===== src/rtl/abs_share_ctrl_if.sv =====
// Bundle between abs_share_ctrl and its environment.
//   req_valid/req_data/req_ready : requester side, one-hot grant handshake
//   abs_in/abs_out               : link to the shared registered abs unit
//   res_valid/res_id/res_data/res_ready : result stream with backpressure
// Modports: master = controller view, slave = environment view.
interface abs_share_ctrl_if #(
  parameter int NUM_REQ    = 4,
  parameter int DATA_WIDTH = 11
) ();
  localparam int ID_W = $clog2(NUM_REQ);

  logic [NUM_REQ-1:0]            req_valid;
  logic [NUM_REQ*DATA_WIDTH-1:0] req_data;
  logic [NUM_REQ-1:0]            req_ready;
  logic signed [DATA_WIDTH-1:0]  abs_in;
  logic [DATA_WIDTH-2:0]         abs_out;
  logic                          res_valid;
  logic [ID_W-1:0]               res_id;
  logic [DATA_WIDTH-2:0]         res_data;
  logic                          res_ready;

  modport master (
    input  req_valid, req_data, abs_out, res_ready,
    output req_ready, abs_in, res_valid, res_id, res_data
  );

  modport slave (
    output req_valid, req_data, abs_out, res_ready,
    input  req_ready, abs_in, res_valid, res_id, res_data
  );
endinterface


===== src/rtl/abs_share_ctrl.sv =====
// Round-robin time-multiplexing controller for one shared registered
// absolute-value unit (1-cycle latency, no stall).
//   clk : clock, posedge
//   rst : synchronous active-high reset (also resets the shared unit)
//   bus : abs_share_ctrl_if.master -- requester handshake, shared-unit
//         operand/result link, and the FIFO-backed result stream.
// Issue is gated by a credit check so every operation in flight already owns
// a FIFO slot; the FIFO therefore can never overflow.
module abs_share_ctrl #(
  parameter int NUM_REQ    = 4,
  parameter int DATA_WIDTH = 11,
  parameter int FIFO_DEPTH = 4
) (
  input  logic              clk,
  input  logic              rst,
  abs_share_ctrl_if.master  bus
);
  localparam int ID_W  = $clog2(NUM_REQ);
  localparam int RES_W = DATA_WIDTH - 1;
  localparam int PTR_W = $clog2(FIFO_DEPTH);
  localparam int CNT_W = PTR_W + 1;
  localparam int OCC_W = PTR_W + 2;

  logic [ID_W-1:0]              last;
  logic [NUM_REQ-1:0]           grant;
  logic [ID_W-1:0]              grant_id;
  logic                         found;
  logic [ID_W:0]                scan_sum;
  logic [ID_W-1:0]              scan_idx;
  logic signed [DATA_WIDTH-1:0] sel_data;
  logic                         transfer;
  logic                         issue_ok;
  logic [OCC_W-1:0]             occ;

  logic signed [DATA_WIDTH-1:0] abs_in_p1;
  logic                         vld_p1, vld_p2;
  logic [ID_W-1:0]              id_p1, id_p2;

  logic [ID_W+RES_W-1:0]        mem [FIFO_DEPTH];
  logic [PTR_W-1:0]             wr_ptr, rd_ptr;
  logic [CNT_W-1:0]             count;
  logic [ID_W+RES_W-1:0]        head;
  logic                         push, pop;

  assign push = vld_p2;
  assign pop  = bus.res_valid && bus.res_ready;

  // Occupancy counts every op that will land in the FIFO, minus this cycle's pop.
  assign occ      = OCC_W'(vld_p1) + OCC_W'(vld_p2) + OCC_W'(count) - OCC_W'(pop);
  assign issue_ok = !rst && (occ < OCC_W'(FIFO_DEPTH));

  // Round-robin scan starting just after the last granted index.
  always_comb begin
    grant    = '0;
    grant_id = '0;
    found    = 1'b0;
    scan_sum = '0;
    scan_idx = '0;
    sel_data = '0;
    for (int k = 1; k <= NUM_REQ; k++) begin
      scan_sum = {1'b0, last} + (ID_W+1)'(k);
      if (scan_sum >= (ID_W+1)'(NUM_REQ))
        scan_sum = scan_sum - (ID_W+1)'(NUM_REQ);
      scan_idx = scan_sum[ID_W-1:0];
      if (!found && issue_ok && bus.req_valid[scan_idx]) begin
        found           = 1'b1;
        grant[scan_idx] = 1'b1;
        grant_id        = scan_idx;
      end
    end
    for (int i = 0; i < NUM_REQ; i++) begin
      if (grant[i])
        sel_data = bus.req_data[i*DATA_WIDTH +: DATA_WIDTH];
    end
  end

  assign transfer      = found;
  assign bus.req_ready = grant;
  assign bus.abs_in    = abs_in_p1;

  // Control state: arbitration pointer, stage valids, FIFO pointers.
  always_ff @(posedge clk) begin
    if (rst) begin
      last      <= ID_W'(NUM_REQ - 1);
      abs_in_p1 <= '0;
      vld_p1    <= 1'b0;
      vld_p2    <= 1'b0;
      wr_ptr    <= '0;
      rd_ptr    <= '0;
      count     <= '0;
    end else begin
      // Stage p1: operand register feeding the shared unit.
      if (transfer) begin
        last      <= grant_id;
        abs_in_p1 <= sel_data;
      end
      vld_p1 <= transfer;
      // Stage p2: shared unit output valid, written to FIFO next edge.
      vld_p2 <= vld_p1;
      if (push) wr_ptr <= wr_ptr + PTR_W'(1);
      if (pop)  rd_ptr <= rd_ptr + PTR_W'(1);
      count <= count + CNT_W'(push) - CNT_W'(pop);
    end
  end

  // Data path: requester tags and FIFO storage, qualified by the valids above.
  always_ff @(posedge clk) begin
    if (transfer) id_p1 <= grant_id;
    id_p2 <= id_p1;
    if (push) mem[wr_ptr] <= {id_p2, bus.abs_out};
  end

  // Result stream: head forced to zero when empty so reset state reads clean.
  assign head          = mem[rd_ptr];
  assign bus.res_valid = (count != '0);
  assign bus.res_id    = bus.res_valid ? head[ID_W+RES_W-1:RES_W] : '0;
  assign bus.res_data  = bus.res_valid ? head[RES_W-1:0] : '0;
endmodule


===== src/flat_wrapper.sv =====
// flat-port wrapper written by rule: the top's interface ports become plain ports
module abs_share_ctrl_flat 
#(
  parameter int NUM_REQ    = 4,
  parameter int DATA_WIDTH = 11,
  parameter int FIFO_DEPTH = 4
)
  (clk, rst, bus_req_valid, bus_req_data, bus_abs_out, bus_res_ready, bus_req_ready, bus_abs_in, bus_res_valid, bus_res_id, bus_res_data);
  abs_share_ctrl_if #(.NUM_REQ(NUM_REQ), .DATA_WIDTH(DATA_WIDTH)) bus_i ();
  input  logic clk;
  input  logic rst;
  input wire logic [$bits(bus_i.req_valid)-1:0] bus_req_valid;
  input wire logic [$bits(bus_i.req_data)-1:0] bus_req_data;
  input wire logic [$bits(bus_i.abs_out)-1:0] bus_abs_out;
  input wire logic [$bits(bus_i.res_ready)-1:0] bus_res_ready;
  output wire logic [$bits(bus_i.req_ready)-1:0] bus_req_ready;
  output wire logic [$bits(bus_i.abs_in)-1:0] bus_abs_in;
  output wire logic [$bits(bus_i.res_valid)-1:0] bus_res_valid;
  output wire logic [$bits(bus_i.res_id)-1:0] bus_res_id;
  output wire logic [$bits(bus_i.res_data)-1:0] bus_res_data;
  assign bus_i.req_valid = bus_req_valid;
  assign bus_i.req_data = bus_req_data;
  assign bus_i.abs_out = bus_abs_out;
  assign bus_i.res_ready = bus_res_ready;
  assign bus_req_ready = bus_i.req_ready;
  assign bus_abs_in = bus_i.abs_in;
  assign bus_res_valid = bus_i.res_valid;
  assign bus_res_id = bus_i.res_id;
  assign bus_res_data = bus_i.res_data;
  abs_share_ctrl #(.NUM_REQ(NUM_REQ), .DATA_WIDTH(DATA_WIDTH), .FIFO_DEPTH(FIFO_DEPTH)) u_core (.clk(clk), .rst(rst), .bus(bus_i));
endmodule

===== config.mk =====
export PLATFORM = sky130hd
export DESIGN_NAME = abs_share_ctrl_flat
export DESIGN_NICKNAME = d
export VERILOG_FILES = /design/src/rtl/abs_share_ctrl_if.sv /design/src/rtl/abs_share_ctrl.sv /design/src/flat_wrapper.sv
export SDC_FILE = /design/constraint.sdc
export NUM_CORES = 1
export LEC_CHECK = 0
export ABC_AREA = 1
export CAP_MARGIN = 10
export CORE_ASPECT_RATIO = 2
export CORE_UTILIZATION = 47
export CTS_BUF_LIST = sky130_fd_sc_hd__clkbuf_4
export DETAILED_ROUTE_END_ITERATION = 6
export PLACE_DENSITY = 0.88
export SYNTH_ARGS = -nofsm -noshare
export SYNTH_HDL_FRONTEND = slang
export SYNTH_SLANG_ARGS = --single-unit

===== constraint.sdc =====
create_clock -name clk -period 3.2 [get_ports clk]
set_clock_uncertainty 0.1 [all_clocks]
set_input_delay 0.48 -clock clk [delete_from_list [all_inputs] [get_ports clk]]
set_output_delay 0.48 -clock clk [all_outputs]
set_load 0.05 [all_outputs]

==> key figures, run 1 <==
Floorplanning
  • I/O pin cnt: 89
  • Core area: about 0.0080 mm²
  • Die Y: approximately 130 µm
  • Number of core rows: 46
  • Die width: around 67 µm
  • Initial Util: 0.490
  • Die area: 0.00872 mm²

Routing
  • DR WL/cell: 15.1 µm
  • Final ANT Viol Nets: 0
  • Via count: around 3500
  • Vias/cell: 5.10
  • DR iter-0 viols: roughly 240
  • Met1 Wirelength: approximately 3400 µm
  • Remaining DRCs: 0
  • Detail Route met2 WL: between 6000 and 7000 µm
  • Uppermost layer routed: met4
  • Routed Wire Length: slightly above 10000 µm
  • First-pass DRT Iterations: 6
  • Met3 wire length: roughly 320 µm

Critical path
  • Worst-path maximum fanout: 5
  • Worst setup path class: reg -> out
  • Crit path required time: approximately 2.6 ns
  • Crit path DAT: 2.69 ns
  • Crit start category: register
  • Crit end category: primary output

Status
  • Outcome: finished with violations
  • Failing checks: negative setup slack

Clock tree
  • Clock Sinks: 76
  • Clock-pin transition on the worst setup and hold timing paths: 0.10 ns
  • CTS root buf: clkbuf_4
  • CTS tree: yes
  • Number of H-tree levels: 3
  • Skew-Pair Late Insertion Delay: roughly 0.42 ns
  • Bufs on Longest Clock Path: 2
  • Inserted Clock Buffers: 9

Global routing
  • Largest net degree at the start of global routing: 25
  • Grt total ovfl: 0
  • Initial antenna violation count: 1
  • First-pass GRT wire length: 15800 µm
  • Tot GR Track Use: 0.244
  • Number of global-route vias before repair: 3571

Logic synthesis
  • Sequential area share after synthesis: 0.516
  • Yosys warning count: 0
  • Syn Area/Cell: 8.37 µm²
  • Synth Register Bits: 76
  • Netlist Area Pre-Place: 0.00392 mm²
  • Main area contributors after synthesis: edfxtp_1 (38%), dfxtp_1 (13%), nand2_1 (12%), a21oi_1 (5.6%), inv_1 (5.6%)
  • Top cell type's share of synthesized area: 0.383
  • Synth Net Count: 547
  • Unique masters post-synth: 33
  • Area leader, netlist: edfxtp_1
  • Post-Syn Instances: ~470

Timing
  • Final Critical Period: 3.27 ns
  • Least-Margin Pin Slew: around 0.68 ns
  • RSZ-0062 raised after global routing: true
  • Sum Neg Setup Slack: -0.187 ns
  • Count of pins over their slew limit: 0
  • Relative slew slack: 0.545
  • Setup violations, final: 4
  • Fmax: 306 MHz
  • Final worst path period share: 1.02
  • Final worst setup slack: -0.0732 ns
  • Final Hold Viols: 0

Worst hold path
  • HP Class: reg -> reg

Placement
  • # port buffers: 88
  • Placer Congestion: between 0.9 and 1
  • Dpl hpwl: between 7000 and 8000 µm
  • Post-Place Worst Slack: -0.224 ns

Pwr
  • Leakage: ~0.0023 µW
  • Maximum VDD drop: approximately 570 µV
  • Power density cells: ~1100 mW/mm²

Cells and area
  • Layout cell share with drive strength beyond 1: 0.155
  • Most common cell after layout, fill and taps aside: nand2_1
  • Most frequent cells in the layout: nand2_1 (118), clkdlybuf4s50_1 (80), nor2_1 (57)
  • Final net count: between 600 and 700
  • Area Overhead vs Synth: 36.0%

Flow run
  • Max cap viols: 0
[timing repair]
action,4_1_cts,5_1_grt
setup buffers,4,3
pin swaps,9,1
setup endpoints to repair,4,5
hold buffers,0,0
gates resized for setup,28,9
[sequential cells by signal (all words and copies together), names as in the netlist, named ones only]
register and flops:
u_core.rd_ptr 2, u_core.count 3, u_core.id_p2 2, u_core.wr_ptr 2, u_core.id_p1 2, u_core.push 1, u_core.mem 48, u_core.vld_p1 1
u_core.bus.abs_in 11, u_core.last 2
[through the flow]
step           total power, µW  instance area [µm²]   util  cells  hold slack, ns
6_report                  5640                 5330  0.666    679           0.254
5_1_grt                   6020                 5330  0.666    679           0.264
3_3_place_gp              4730                 5000  0.625    655           0.225
2_1_floorplan             3740                 3930      -    468           0.223
4_1_cts                   5530                 5260  0.657    675           0.254
3_5_place_dp              4830                 5000  0.625    655           0.229
[final timing paths]
kind / start / to / slack, ns / depth (start not counted)
hold reg to reg: u_core.id_p1[1]$_DFFE_PP_ / u_core.id_p2[1]$_DFF_P_ / 0.25 / 0
hold / removal: u_core.id_p1[1]$_DFFE_PP_ / u_core.id_p2[1]$_DFF_P_ / 0.25 / 0
setup / recovery: u_core.count[0]$_SDFF_PP0_ / bus_req_ready[0] / -0.07 / 17
setup reg to reg: u_core.count[0]$_SDFF_PP0_ / u_core.bus.abs_in[6]$_SDFFE_PP0P_ / 0.26 / 23
[power breakdown]
part	switching (µW)	internal [µW]	total, µW
logic	2360	1420	3780
clock network	313	146	459
registers	128	1270	1400
total	2800	2830	5640
[cells in the mapped netlist, drive strengths merged]
| cell type | n |
|---|---|
| nand2 | 125 |
| inv | 62 |
| nor2 | 60 |
| edfxtp | 50 |
| a21oi | 45 |
| o21ai | 30 |
| dfxtp | 26 |
| nand3 | 23 |
| ha | 17 |
| buf | 10 |
| clkbuf | 7 |
| nand3b | 2 |
| o22ai | 2 |
| a31oi | 1 |
| and3 | 1 |
| fa | 1 |
| nand4 | 1 |
| nor3 | 1 |
| o31ai | 1 |
| or2 | 1 |
| xnor2 | 1 |
| xor2 | 1 |
[routing by layer]
| layer | track usage | vias up |
|---|---|---|
| met5 | 0 | - |
| met4 | 0.164 | 0 |
| met3 | 0.0424 | 32 |
| met2 | 0.467 | 100 |
| met1 | 0.222 | 1605 |
| li1 | - | 1728 |
[worst max-delay path, cell delays in order, from the launching register on]
cell	delay [ns]
dfxtp_2	0.35
nor3_4	0.19
inv_2	0.06
nand2_2	0.06
inv_2	0.05
ha_4	0.16
inv_2	0.06
ha_4	0.20
nand4_1	0.09
nand2_1	0.07
nand2_2	0.08
nand2_2	0.06
nor2_4	0.16
inv_2	0.09
nor2_4	0.16
nand3_1	0.15
nand3b_4	0.15
buf_12	0.14
[area by class of cell]
class	instances	area, µm²
antenna	1	2.50
clock buffer	9	67.6
clock inverter	7	33.8
fill	652	2670
inverter	62	236
multi-input combinational	313	1710
sequential	76	2030
tap	96	120
timing repair buffer	115	1120
[kinds of logic (layout without fill, tap and decap cells)]
logic type,Yosys count,in the layout,share of synthesized area
AO/OA/AOI/OAI,79,79,0.107
XOR/XNOR,2,2,0.00447
adder cells (fa/ha/maj),18,18,0.0594
buffers and inverters,79,193,0.0853
flip-flops,76,76,0.516
other,0,1,0
AND/OR/NAND/NOR,214,214,0.227
Note: power is estimated with default switching activity, not from simulation.
==> inputs of run 2 (changes only) <==
--- a/config.mk
+++ b/config.mk
@@ -6,7 +6,7 @@
 export NUM_CORES = 1
 export LEC_CHECK = 0
 export ABC_AREA = 1
-export CAP_MARGIN = 10
+export CAP_MARGIN = 20
 export CORE_ASPECT_RATIO = 2
 export CORE_UTILIZATION = 47
 export CTS_BUF_LIST = sky130_fd_sc_hd__clkbuf_4
==> results of run 2 <==
Same layout as run 1: the final DEF is identical, and so are final timing and power.
==> inputs of run 3 (changes only) <==
--- a/config.mk
+++ b/config.mk
@@ -10,6 +10,7 @@
 export CORE_ASPECT_RATIO = 2
 export CORE_UTILIZATION = 47
 export CTS_BUF_LIST = sky130_fd_sc_hd__clkbuf_4
+export CTS_CLUSTER_DIAMETER = 120
 export DETAILED_ROUTE_END_ITERATION = 6
 export PLACE_DENSITY = 0.88
 export SYNTH_ARGS = -nofsm -noshare
==> results of run 3 <==
Same layout as run 1: the final DEF is identical, and so are final timing and power.
